`src/rtl/add_sub_pkg.sv`:
```
// Shared types and helpers for the digit-serial adder/subtractor.
package add_sub_pkg;

    typedef enum logic [1:0] {
        IDLE = 2'd0,
        RUN  = 2'd1,
        DONE = 2'd2
    } state_t;

    localparam logic MODE_ADD = 1'b0;
    localparam logic MODE_SUB = 1'b1;

    function automatic int clog2(input int v);
        int r;
        r = 0;
        while ((1 << r) < v) r++;
        return r;
    endfunction

endpackage

```
`src/rtl/serial_add_sub_digit_adder.sv`:
```
// D-bit ripple-carry cell shared by every digit of a serial operation.
module digit_adder #(
    parameter int D = 2
) (
    input  logic [D-1:0] a,
    input  logic [D-1:0] b,
    input  logic         cin,
    output logic [D-1:0] sum,
    output logic         cout,
    output logic         c_msb_in
);

    logic [D:0] c;

    always_comb begin
        c    = '0;
        sum  = '0;
        c[0] = cin;
        for (int i = 0; i < D; i++) begin
            sum[i]   = a[i] ^ b[i] ^ c[i];
            c[i+1]   = (a[i] & b[i]) | (c[i] & (a[i] ^ b[i]));
        end
    end

    assign cout     = c[D];
    assign c_msb_in = c[D-1];

endmodule

```
`src/rtl/serial_add_sub.sv`:
```
// Digit-serial two's-complement add/subtract, LSB digit first,
// with start/busy/done handshake and registered status flags.
module serial_add_sub
    import add_sub_pkg::*;
#(
    parameter int N = 8,
    parameter int D = 2
) (
    input  logic         clk,
    input  logic         rst,
    input  logic         start,
    input  logic [N-1:0] A,
    input  logic [N-1:0] B,
    input  logic         mode,
    output logic         busy,
    output logic         done,
    output logic [N-1:0] S,
    output logic         Cout,
    output logic         Ovf,
    output logic         Zero
);

    localparam int STEPS = N / D;
    localparam int CW    = (clog2(STEPS) > 0) ? clog2(STEPS) : 1;

    state_t         state;
    logic [N-1:0]   opa;
    logic [N-1:0]   opb;
    logic [N-1:0]   res;
    logic           carry;
    logic [CW-1:0]  cnt;

    logic [D-1:0]   dsum;
    logic           dcout;
    logic           dmsb;
    logic [N-1:0]   res_nx;
    logic           last;

    digit_adder #(.D(D)) u_cell (
        .a        (opa[D-1:0]),
        .b        (opb[D-1:0]),
        .cin      (carry),
        .sum      (dsum),
        .cout     (dcout),
        .c_msb_in (dmsb)
    );

    // New digit enters at the MSB end; also valid when D == N.
    assign res_nx = N'({dsum, res} >> D);
    assign last   = (cnt == CW'(STEPS - 1));

    assign busy = (state == RUN);
    assign done = (state == DONE);

    always_ff @(posedge clk) begin
        if (rst) begin
            state <= IDLE;
            opa   <= '0;
            opb   <= '0;
            res   <= '0;
            carry <= 1'b0;
            cnt   <= '0;
            S     <= '0;
            Cout  <= 1'b0;
            Ovf   <= 1'b0;
            Zero  <= 1'b0;
        end else begin
            unique case (state)
                IDLE: begin
                    if (start) begin
                        opa   <= A;
                        opb   <= B ^ {N{mode}};
                        carry <= (mode == MODE_SUB);
                        cnt   <= '0;
                        state <= RUN;
                    end
                end
                RUN: begin
                    res   <= res_nx;
                    opa   <= opa >> D;
                    opb   <= opb >> D;
                    carry <= dcout;
                    cnt   <= cnt + 1'b1;
                    if (last) begin
                        S     <= res_nx;
                        Cout  <= dcout;
                        Ovf   <= dcout ^ dmsb;
                        Zero  <= (res_nx == '0);
                        state <= DONE;
                    end
                end
                DONE: state <= IDLE;
                default: state <= IDLE;
            endcase
        end
    end

endmodule

```
`config.mk`:
```
export PLATFORM = sky130hd
export DESIGN_NAME = serial_add_sub
export DESIGN_NICKNAME = d
export VERILOG_FILES = /design/src/rtl/add_sub_pkg.sv /design/src/rtl/serial_add_sub_digit_adder.sv /design/src/rtl/serial_add_sub.sv
export SDC_FILE = /design/constraint.sdc
export NUM_CORES = 1
export LEC_CHECK = 0
export ABC_CLOCK_PERIOD_IN_PS = 3900
export CAP_MARGIN = 20
export CORE_MARGIN = 3
export CORE_UTILIZATION = 46
export DETAILED_ROUTE_END_ITERATION = 8
export MAX_ROUTING_LAYER = met4
export PLACE_DENSITY = 0.81
export SKIP_CTS_REPAIR_TIMING = 1
export SYNTH_ARGS = -nofsm -noshare
export SYNTH_HDL_FRONTEND = slang
export SYNTH_HIERARCHICAL = 1
export SYNTH_SLANG_ARGS = --single-unit
```
`constraint.sdc`:
```
create_clock -name clk -period 3.9 [get_ports clk]
set_input_delay 0.585 -clock clk [delete_from_list [all_inputs] [get_ports clk]]
set_output_delay 0.585 -clock clk [all_outputs]
set_load 0.005 [all_outputs]
```
==> results of run 1 <==
==> layout make-up <==
type | instances | area (sq um)
Inverter | 2 | 12.51
Fill cell | 318 | 1366
Clock inverter | 2 | 12.51
Clock buffer | 6 | 51.30
Tap cell | 46 | 57.56
Timing Repair Buffer | 33 | 327.8
Sequential cell | 38 | 760.7
Multi-Input combinational cell | 135 | 827.0
==> logic make-up after synthesis <==
logic type / after synthesis / synth area share
AO/OA/AOI/OAI: 43 / 0.1697
XOR/XNOR: 9 / 0.04709
adder cells (fa/ha/maj): 3 / 0.03139
buffers and inverters: 15 / 0.05157
flip-flops: 38 / 0.4544
multiplexers: 2 / 0.01196
AND/OR/NAND/NOR: 78 / 0.2339
==> per-stage QoR <==
step / hold slack, ns / power [uW] / instances / util
global placement: 0.4422 / 531.4 / 254 / 0.5813
global route: 0.4806 / 780.6 / 262 / 0.6000
detailed placement: 0.4459 / 533.9 / 254 / 0.5813
CTS: 0.4629 / 748.3 / 262 / 0.6000
finish: 0.4595 / 738.1 / 262 / 0.6000
floorplan: 0.4448 / 502.0 / 188 / -
==> synthesized netlist by cell type, types with 2 or more instances <==
| cell type | count | area (sq um) |
|---|---|---|
| nand2b_1 | 9 | 56.30 |
| buf_2 | 5 | 25.02 |
| mux2i_1 | 2 | 20.02 |
| clkbuf_1 | 5 | 18.77 |
| a21oi_1 | 23 | 115.1 |
| nand2_1 | 31 | 116.4 |
| or3b_1 | 7 | 61.31 |
| nor2_1 | 15 | 56.30 |
| buf_6 | 2 | 22.52 |
| xnor2_1 | 9 | 78.83 |
| o22ai_1 | 6 | 37.54 |
| dfxtp_1 | 38 | 760.7 |
| nor3_1 | 8 | 40.04 |
| nor4_1 | 2 | 12.51 |
| a22oi_1 | 8 | 60.06 |
| a2111oi_2 | 2 | 30.03 |
| fa_1 | 2 | 40.04 |
==> per-layer routing <==
layer	wire (um)	global-route usage	vias to the layer above
met5	0	-	-
met4	44	0.05330	0
met3	175	0.06122	5
met2	1463	0.2429	45
met1	1343	0.1838	596
li1	-	-	705
==> worst min-delay path, cell delays in order, from the launching register on <==
cell     delay (ns)
dfxtp_1        0.33
nand2_1        0.05
a21oi_1        0.05
==> registers in the layout, summed over array words and instances, names as in the netlist, 2 cells and up <==
register,flops
S,8
opa,8
opb,8
res,6
cnt,2
state,2
==> path summary, 6_finish.rpt <==
kind                            endpoint  slack (ns)  depth (start not counted)
worst max-delay path                busy        1.10                          3
worst min-delay path                S[0]        0.46                          2
worst max register to register      Zero        2.08                          5
worst min register to register      S[0]        0.46                          2
==> where the power goes <==
part           internal, uW  switching, uW
clock                  86.7            127
combinational          54.8           47.2
sequential              406           15.8
==> run metrics, run 1 <==
outcome=finished clean; Max H-tree Level=2; CTS buffer count=5; Post-synth EDFFs=0; post-route setup TNS=0 ns; gr usage total=0.1561; top_reg_cell synth=dfxtp_1; Worst Setup SP=state[0]; CP cell instances=nand2b_1 -> inv_6 -> clkdlybuf4s50_1; Final Hold Vio Count=0; CP arrival=2.22 ns; clk sinks=38; ant diodes=0; DR vias=1,351; Crit. End Element=output port; WP data required=3.31 ns; Buf/Inv on CP=2; CP top delay family=flip-flops; DPL Wire Length=2.103 mm; die area=4399 sq um; final net count=238; CTS tree=done; port bufs=32; fin crit share=0.7189; most frequent cells in the layout=dfxtp_1 (38), clkdlybuf4s50_1 (32), nand2_1 (31); LEAKAGE=0.0007080 uW; Slew HR=0.5477; max cap viols=0; CP Launch Type=flip-flop; DRT antenna net count=0; pin count of the biggest net entering global routing=40; number of vias per cell=5.156; Unique masters post-synth=31; layout cell share with drive strength beyond 1=0.07870; gp weighted congestion=0.7301; Worst Hold Class=reg2reg; WL per Instance=11.55 um; synthesized flop and latch total=38; register area share after synthesis=0.4544; Period minus WS final=2.804 ns; slowest CP cell=dfxtp_1; slew of the pin with the lowest slew margin=0.6776 ns; Final Max Slew Viols=0; Max Clock Freq=0.3567 GHz; Worst-path clk slew=0.12 ns; initial antenna violation count=0; pwr dens=360.1 nW/um^2; clock latency on the worst-skew pair=0.34 ns; post-synthesis async set-or-reset flop share=0; vias in the first global route=1,156; crit path max fanout=22; Worst Setup Path Type=reg2out; Post-Syn Instances=188; final instance area=2049 sq um; CORE AREA=3416 sq um; Initial Util=0.4901; Die H=66.33 um; final setup vio count=0; CP max stage delay=0.77 ns; Placed Area=1986 sq um; Initial DRC Count=78; Final Skew=0.01244 ns; synthesized area per cell=8.905 sq um; Synth Cell Area=1674 sq um; Pre-antenna DRT Iters=5; first-pass GRT wire length=5.071 mm; synth warn=6; RSZ-0062 raised after global routing=false; DIE WIDTH=66.33 um; commonest non-fill, non-tap cell in the layout=dfxtp_1; maximum vdd drop=0.1941 mV; Area growth, synth to finish=22.42%; DRC violations left=0; RR Startpoint=opa[0]; Routed WL=3.026 mm; boundary pin count=33; gr ovfl total=0; final setup margin=1.096 ns; root buffer cell=clkbuf_4; pre-CTS WS=1.452 ns; min-delay src=S[0]; FP Rows=21; Max Root-Sink Buffers=2; Syn Nets=211
No activity file was read; power rests on OpenSTA's default activity.
==> run 2: changes to the inputs <==
Settings changed: ABC_CLOCK_PERIOD_IN_PS 3900 to 2600.
Clock period 3.9 ns to 2.6 ns, I/O delays scaled along.
==> run 2 against run 1 <==
  * Routed wire length up 2.6%
  * Sequential cell count unchanged
  * Critical path depth unchanged
  * Final cell count up 1.1%
  * Combinational power up 59%
  * Count of clock-buffer cells in the layout down 1
  * Sequential power up 49%
  * Worst hold slack about the same
  * Non-clock buffer count up 3
  * Critical path type unchanged
==> run metrics, run 2 (same netlist as run 1, synthesis figures left out) <==
final setup vio count=0; gr usage total=0.1658; Worst Setup Path Type=reg2out; Area growth, synth to finish=24.59%; WL per Instance=11.72 um; layout cell share with drive strength beyond 1=0.09132; gr ovfl total=0; outcome=finished clean; Buf/Inv on CP=2; number of vias per cell=5.208; RSZ-0062 raised after global routing=false; RR Startpoint=opa[0]; Hold Path Stages=2; clk sinks=38; biggest regs=S (8), opa (8), opb (8); Reg2Reg Setup Slack=0.80 ns; CTS tree=done; Die H=66.33 um; DIE WIDTH=66.33 um; pwr dens=567.5 nW/um^2; vias in the first global route=1,242; Worst-path clk slew=0.11 ns; Period minus WS final=2.074 ns; most frequent cells in the layout=dfxtp_1 (38), clkdlybuf4s50_1 (32), nand2_1 (31); final net count=241; CP arrival=1.68 ns; ant diodes=0; CORE AREA=3416 sq um; DR vias=1,380; Worst Hold Class=reg2reg; min-delay src=S[6]; post-route setup TNS=0 ns; first-pass GRT wire length=5.444 mm; Pre-antenna DRT Iters=4; Final Hold Vio Count=0; Final Max Slew Viols=0; maximum vdd drop=0.3408 mV; crit path max fanout=17; Initial DRC Count=90; FP Rows=21; slowest CP cell=clkdlybuf4s50_1; DRC violations left=0; Max Root-Sink Buffers=2; boundary pin count=33; commonest non-fill, non-tap cell in the layout=dfxtp_1; pin count of the biggest net entering global routing=33; CP top delay family=buffers and inverters; LEAKAGE=0.0007340 uW; die area=4399 sq um; Max H-tree Level=2; CTS buffer count=5; port bufs=32; clock latency on the worst-skew pair=0.34 ns; Filler Cell Count=326; CP cell instances=nand2b_1 -> inv_6 -> clkdlybuf4s50_1; Crit. End Element=output port; reg2reg end=Zero; Final Skew=0.008039 ns; slew of the pin with the lowest slew margin=0.4576 ns; fin crit share=0.7978; root buffer cell=clkbuf_4; DPL Wire Length=2.179 mm; WP data required=2.21 ns; DRT antenna net count=0; Hold EP=S[6]; Initial Util=0.4901; max cap viols=0; initial antenna violation count=0; CP max stage delay=0.52 ns; Slew HR=0.6947; Max Clock Freq=0.4821 GHz; Routed WL=3.105 mm; CP Launch Type=flip-flop; Final Util=0.6106; reg2reg path depth=5; gp weighted congestion=0.7261
[run 2: cell count changes in the layout (fill, tap and decap cells not counted), sizes merged]
cell / before / now
buf: 1 / 4
bufinv: 0 / 1
clkbuf: 6 / 5
clkinv: 1 / 2
clkinvlp: 1 / 0
[run 2: tightest hold or removal path, cell delays in order (launching register included)]
cell and delay [ns]:
dfxtp_1 0.32, nand2_1 0.05, a21oi_1 0.05
[run 2: metrics by stage]
step / setup WS (ns) / cells / hold WS, ns / cell area, sq um / power, uW
floorplan: 0.9216 / 188 / 0.4448 / 1674 / 753.0
global placement: 0.7890 / 257 / 0.4415 / 2008 / 800.0
detailed placement: 0.7578 / 257 / 0.4459 / 2008 / 805.4
CTS: 0.5093 / 265 / 0.4621 / 2086 / 1196
global route: 0.3975 / 265 / 0.4840 / 2086 / 1239
finish: 0.5259 / 265 / 0.4592 / 2086 / 1184
[run 2: area by class of cell]
| cell class | instances | area (sq um) | area share |
|---|---|---|---|
| Tap cell | 46 | 57.56 | 0.02759 |
| Clock buffer | 5 | 37.54 | 0.01800 |
| Inverter | 2 | 12.51 | 0.005999 |
| Multi-Input combinational cell | 135 | 827.0 | 0.3965 |
| Timing Repair Buffer | 36 | 350.3 | 0.1680 |
| Sequential cell | 38 | 760.7 | 0.3647 |
| Clock inverter | 3 | 40.04 | 0.01920 |
[run 2: worst max-delay path by stage]
stage	endpoint	cells after the start	from	slack, ns
floorplan	Zero	5	opa[0]	0.92
global placement	opa[0]	4	start	0.79
detailed placement	opa[0]	4	start	0.76
CTS	busy	3	state[1]	0.51
global route	busy	3	state[1]	0.40
finish	busy	3	state[1]	0.53
[run 2: report_power, final]
group	total, uW	switching [uW]	internal, uW	leakage, uW
registers	628	18.6	609	0.000310
logic	162	77.4	84.6	0.000379
clock network	393	194	199	0.0000450
[run 2: routing by layer]
metal  routed length (um)  vias up  global-route usage
li1                     -      702                   -
met3                  147        8             0.04592
met4                   61        0             0.08122
met2                 1540       38              0.2602
met5                    0        -                   -
met1                 1355      632              0.1947
